`src/rtl/vseq_pkg.sv`:
```
// Shared types and sizes for the vector sequencer.
// Latency: n/a (declarations only).
// Backpressure: n/a.
package vseq_pkg;

    // Number of vector slots and the matching slot-index width.
    localparam int DEPTH  = 16;
    localparam int ADDR_W = 4;

    // Wide enough to hold a vector count of 0..DEPTH.
    localparam int CNT_W  = 5;

    // A run can fail at most once per slot, so the count tops out at DEPTH.
    localparam logic [CNT_W-1:0] MISMATCH_MAX = CNT_W'(DEPTH);

    typedef enum logic [1:0] {
        IDLE  = 2'd0,
        APPLY = 2'd1,
        DONE  = 2'd2
    } state_e;

endpackage

```
`src/rtl/vseq_mem.sv`:
```
// Vector store: DEPTH entries of {stimulus, expected}, one write port, one async read port.
// Latency: write visible on the cycle after the write edge; read is combinational.
// Backpressure: none; the owner gates writes.
// Ports: clk; we/waddr/wdata write port; raddr/rdata asynchronous read port.
// Contents are deliberately not reset so a loaded vector set survives rst.
module vseq_mem
    import vseq_pkg::*;
#(
    parameter int DATA_W = 3
) (
    input  logic              clk,
    input  logic              we,
    input  logic [ADDR_W-1:0] waddr,
    input  logic [DATA_W-1:0] wdata,
    input  logic [ADDR_W-1:0] raddr,
    output logic [DATA_W-1:0] rdata
);

    logic [DATA_W-1:0] mem_q [DEPTH];

    always_ff @(posedge clk) begin
        if (we) begin
            mem_q[waddr] <= wdata;
        end
    end

    assign rdata = mem_q[raddr];

endmodule

```
`src/rtl/vector_sequencer.sv`:
```
// Replays stored stimulus vectors to a combinational DUT, holding each for HOLD cycles and
// checking the DUT response on the last hold cycle. Latency: done in cycle T+1+N*HOLD for a
// start sampled at edge T. Backpressure: none; start and loads are ignored outside IDLE.
// Ports: clk/rst; load_en/load_addr/load_data fill the vector store; start/num_vec launch
// a run; dut_in/dut_out connect the DUT; busy/done/vec_idx report progress;
// mismatch_cnt/fail_valid/first_fail report results of the current or last run.
module vector_sequencer
    import vseq_pkg::*;
#(
    parameter int VEC_W = 2,
    parameter int OUT_W = 1,
    parameter int HOLD  = 2
) (
    input  logic                   clk,
    input  logic                   rst,
    input  logic                   load_en,
    input  logic [ADDR_W-1:0]      load_addr,
    input  logic [VEC_W+OUT_W-1:0] load_data,
    input  logic                   start,
    input  logic [CNT_W-1:0]       num_vec,
    output logic [VEC_W-1:0]       dut_in,
    input  logic [OUT_W-1:0]       dut_out,
    output logic                   busy,
    output logic                   done,
    output logic [ADDR_W-1:0]      vec_idx,
    output logic [CNT_W-1:0]       mismatch_cnt,
    output logic                   fail_valid,
    output logic [ADDR_W-1:0]      first_fail
);

    localparam int DATA_W = VEC_W + OUT_W;
    localparam logic [3:0] HOLD_LAST = 4'(HOLD - 1);

    state_e            state_q, state_d;
    logic [ADDR_W-1:0] vec_idx_q, vec_idx_d;
    logic [3:0]        hold_q, hold_d;
    logic [CNT_W-1:0]  num_q, num_d;
    logic [CNT_W-1:0]  mis_q, mis_d;
    logic              fail_q, fail_d;
    logic [ADDR_W-1:0] first_q, first_d;

    logic [DATA_W-1:0] rd_dat;
    logic [VEC_W-1:0]  rd_stim;
    logic [OUT_W-1:0]  rd_exp;

    // The store is only writable between runs so a run always sees a stable vector set.
    vseq_mem #(
        .DATA_W (DATA_W)
    ) u_mem (
        .clk   (clk),
        .we    (load_en && (state_q == IDLE)),
        .waddr (load_addr),
        .wdata (load_data),
        .raddr (vec_idx_q),
        .rdata (rd_dat)
    );

    assign rd_stim = rd_dat[DATA_W-1:OUT_W];
    assign rd_exp  = rd_dat[OUT_W-1:0];

    always_ff @(posedge clk) begin
        if (rst) begin
            state_q   <= IDLE;
            vec_idx_q <= '0;
            hold_q    <= '0;
            num_q     <= '0;
            mis_q     <= '0;
            fail_q    <= 1'b0;
            first_q   <= '0;
        end else begin
            state_q   <= state_d;
            vec_idx_q <= vec_idx_d;
            hold_q    <= hold_d;
            num_q     <= num_d;
            mis_q     <= mis_d;
            fail_q    <= fail_d;
            first_q   <= first_d;
        end
    end

    always_comb begin
        state_d   = state_q;
        vec_idx_d = vec_idx_q;
        hold_d    = hold_q;
        num_d     = num_q;
        mis_d     = mis_q;
        fail_d    = fail_q;
        first_d   = first_q;

        case (state_q)
            IDLE: begin
                if (start) begin
                    num_d     = num_vec;
                    vec_idx_d = '0;
                    hold_d    = '0;
                    mis_d     = '0;
                    fail_d    = 1'b0;
                    first_d   = '0;
                    state_d   = (num_vec == '0) ? DONE : APPLY;
                end
            end
            APPLY: begin
                if (hold_q == HOLD_LAST) begin
                    // Only the last hold cycle is checked, giving the DUT time to settle.
                    if (dut_out != rd_exp) begin
                        if (mis_q != MISMATCH_MAX) begin
                            mis_d = mis_q + CNT_W'(1);
                        end
                        if (!fail_q) begin
                            fail_d  = 1'b1;
                            first_d = vec_idx_q;
                        end
                    end
                    if ({1'b0, vec_idx_q} == (num_q - CNT_W'(1))) begin
                        state_d = DONE;
                    end else begin
                        vec_idx_d = vec_idx_q + ADDR_W'(1);
                        hold_d    = '0;
                    end
                end else begin
                    hold_d = hold_q + 4'd1;
                end
            end
            DONE: begin
                state_d = IDLE;
            end
            default: begin
                state_d = IDLE;
            end
        endcase
    end

    assign dut_in       = (state_q == APPLY) ? rd_stim : '0;
    assign busy         = (state_q == APPLY);
    assign done         = (state_q == DONE);
    assign vec_idx      = vec_idx_q;
    assign mismatch_cnt = mis_q;
    assign fail_valid   = fail_q;
    assign first_fail   = first_q;

endmodule

```
`config.mk`:
```
export PLATFORM = sky130hd
export DESIGN_NAME = vector_sequencer
export DESIGN_NICKNAME = d
export VERILOG_FILES = /design/src/rtl/vseq_pkg.sv /design/src/rtl/vseq_mem.sv /design/src/rtl/vector_sequencer.sv
export SDC_FILE = /design/constraint.sdc
export NUM_CORES = 1
export LEC_CHECK = 0
export ABC_AREA = 1
export CAP_MARGIN = 30
export CORE_MARGIN = 8
export CORE_UTILIZATION = 45
export CTS_CLUSTER_SIZE = 24
export DETAILED_ROUTE_END_ITERATION = 12
export GPL_TIMING_DRIVEN = 0
export PLACE_DENSITY_LB_ADDON = 0.2
export SETUP_SLACK_MARGIN = 0.02
export SYNTH_ARGS = -nofsm -noshare
export SYNTH_HDL_FRONTEND = slang
export SYNTH_SLANG_ARGS = --single-unit
```
`constraint.sdc`:
```
create_clock -name clk -period 1.7 [get_ports clk]
set_clock_uncertainty 0.2 [all_clocks]
set_input_delay 0.34 -clock clk [delete_from_list [all_inputs] [get_ports clk]]
set_output_delay 0.34 -clock clk [all_outputs]
set_load 0.01 [all_outputs]
```
==> flow_summary.toml <==
[timing]
min_period_ns = 2.33
rsz0062_at_grt = "true"
max_freq_mhz = 429
fin_crit_sh_pct = 137
finalHoldViolCount = 0
slew_viol_final = 0
fin_ws_ns = -0.629
worst_pin_slew_ns = 0.688
max-slew-margin-rel_pct = 54.0
hold_slack_ns = 0.279
setup_viol = 32

[status]
violations = "setup timing"
outcome = "finished, violations left"

[grt]
grt_use_met1_pct = 22.0
grt.total_usage_pct = 17.3
antenna_found_initial = 0
grt_max_degree = 17
use_met2_pct = 28.4
overflow = 0
grt-busiest-layer = "met2"
first_global_vias = 3112
grt_pass1_wl_um = 15500
use_met3_pct = 2.96

[cts]
insertion_delay_ns = 0.36
htreeDepth = 3
cts_buffer_depth = 2
numCtsBuffers = 9
clockRootBuffer = "clkbuf_8"
hold_buffers = 0
clk_pin_slew_worst_paths_ns = 0.08
cts_tree = "yes"
cts_sinks = 77

[power]
switching_share_pct = 35.6
powerDensity_nw_per_um2 = 1240
power.share.combinational_pct = 41.4
leakagePower_nw = 2.05
clockPowerShare_pct = 22.9
p_int_mw = 4.24
p_total_mw = 6.58
seqPwrFrac_pct = 35.7
vdd_drop_max_uv = 810
switchingPower_mw = 2.34

[worst_setup_path]
critPathCaptureType = "primary output"
critPathLaunchType = "flop"
cp.required_ns = 1.16
critPathArrivalTime_ns = 1.79
critical_path_class = "reg2out"
path_max_fanout = 6

[floorplanning]
die_height_um = 107
die_x_um = 107
io_pins = 35
initial_core_util_pct = 45.5
num_rows = 33
core_um2 = 8090
die-area_um2 = 11300

[place]
dpl_cell_area_um2 = 4180
place_inst = 532
gp_congestion = 0.861
port_buffers = 33
hpwlAfterDp_um = 5900
dp_slack_ns = -0.834

[detailed_routing]
drt-initial-drc-count = 175
wl_per_cell_um = 17.1
drc = 0
totalWireLength_um = 10000
first_pass_iters = 4
dr_total_vias = 3104
vias_per_cell = 5.28
ant_nets = 0

[synthesis]
yosysWarnings = 0
yosysSeqAreaShare_pct = 54.9
yosys.area.top_type = "edfxtp_1"
synthDistinctLibCells = 36
synth_most_common_cell = "nor2_1"
synth_cells = 394
syn_area_um2 = 3690
synth_edf_count = 48
async_flop_share_pct = 0
avgSynthCellArea_um2 = 9.36
syn_nets = 417
ys_ff_latch = 77
synth_common_cells = "68 x nor2_1, 61 x nand2_1, 48 x edfxtp_1, 36 x inv_1, 30 x nand3_1"
synth_flop_cell = "edfxtp_1"
synth_area_leaders = "edfxtp_1 39%, dfxtp_1 16%, nor2_1 6.9%"
synth_top_area_share_pct = 39.1

[layout]
stdcell_count = 588
antenna_cells = 0
final_cell_area_um2 = 5310
drive_gt1_share_pct = 42.0
fillers = 630
nets = 501
areaGrowthSynthToFinish_pct = 44.2

[job]
drv_cap = 0

[min_path]
worstHoldPathType = "in2reg"
==> final timing paths <==
path                               startpoint               to  slack, ns  cells past startpoint
worst max-delay path                     flop        dut_in[0]      -0.63                      7
worst min-delay path                      rst        hold_q[0]       0.28                      2
worst max register to register           flop  mismatch_cnt[2]      -0.34                     14
worst min register to register  first_fail[0]    first_fail[0]       0.28                      2
==> area by class of cell <==
class | instances | area [um2] | share of cell area, %
inverter | 43 | 181 | 3.41
timing repair buffer | 74 | 739 | 13.9
timing repair inverter | 1 | 7.51 | 0.141
clock buffer | 9 | 124 | 2.33
sequential | 77 | 2050 | 38.6
tap | 105 | 131 | 2.47
buffer | 10 | 111 | 2.10
clock inverter | 7 | 90.1 | 1.70
multi-input combinational | 262 | 1880 | 35.4
==> cell usage in the layout, fill, tap and decap left out, types with 3 or more instances in the layout <==
| master | n |
|---|---|
| a21oi_1 | 6 |
| a21oi_2 | 19 |
| a21oi_4 | 3 |
| buf_12 | 3 |
| buf_2 | 4 |
| buf_4 | 21 |
| buf_6 | 18 |
| buf_8 | 5 |
| clkbuf_8 | 9 |
| clkdlybuf4s50_1 | 15 |
| clkinvlp_4 | 4 |
| dfxtp_1 | 13 |
| dfxtp_2 | 13 |
| dfxtp_4 | 3 |
| dlygate4sd2_1 | 14 |
| edfxtp_1 | 48 |
| ha_1 | 5 |
| inv_1 | 31 |
| inv_2 | 7 |
| inv_4 | 3 |
| nand2_1 | 47 |
| nand2_2 | 14 |
| nand2_4 | 4 |
| nand3_1 | 19 |
| nand3_2 | 13 |
| nand3_4 | 8 |
| nand4_1 | 3 |
| nor2_1 | 40 |
| nor2_2 | 5 |
| nor2_4 | 26 |
| o21ai_0 | 10 |
| o21ai_1 | 9 |
| o21ai_2 | 4 |
| o221ai_2 | 4 |
| xor2_1 | 6 |
==> stage by stage <==
| stage | utilization (%) | setup TNS, ns |
|---|---|---|
| final | 65.7 | -6.76 |
| after global routing | 65.7 | -9.41 |
| after CTS | 62.9 | -5.73 |
| after detailed placement | 51.7 | -31.58 |
| after global placement | 51.7 | -28.40 |
| after floorplan | - | -0.0965 |
==> layer usage <==
layer  vias to the layer above  routed length [um]
met5                         -                   0
met4                         0                 184
met3                        15                 433
met2                        70                5240
met1                      1515                4190
li1                       1504                   -
==> power groups by stage <==
stage	sequential (mW)	combinational (mW)	clock [mW]
after floorplan	2.35	1.21	0
after global placement	2.33	1.76	0
after detailed placement	2.34	1.79	0
after CTS	2.31	2.47	1.51
after global routing	2.37	2.92	1.60
final	2.35	2.72	1.51
==> logic make-up (layout without fill, tap and decap cells) <==
group | count (synthesis) | count (layout) | share of synthesized area (%)
adders and majority gates | 6 | 6 | 2.04
and+or+nand+nor | 185 | 185 | 23.3
xor gates and xnor gates | 8 | 8 | 1.90
buffers and inverters | 55 | 144 | 7.13
AOI/OAI and AO/OA | 63 | 63 | 10.8
DFF | 77 | 77 | 54.9
==> registers in the layout, indices dropped and copies added, names as in the netlist, named ones only <==
signal        count
u_mem.mem_q      48
num_q             5
mismatch_cnt      5
hold_q            4
state_q           2
fail_valid        1
vec_idx           4
first_fail        4
==> worst max-delay path: stages (launching register included) <==
cell and delay, ns:
dfxtp_4 0.41, buf_8 0.15, buf_8 0.12, o21ai_1 0.07
o221ai_1 0.24, nand3_1 0.13, a21oi_2 0.16, buf_2 0.15
==> repair_timing <==
item                       in CTS  in global routing
setup buffers                  32                 10
resized for setup             138                 68
setup endpoints to repair      95                 81
pin swaps                      27                 34
gates cloned                    3                  1
Power figures use the tool's default switching activity.
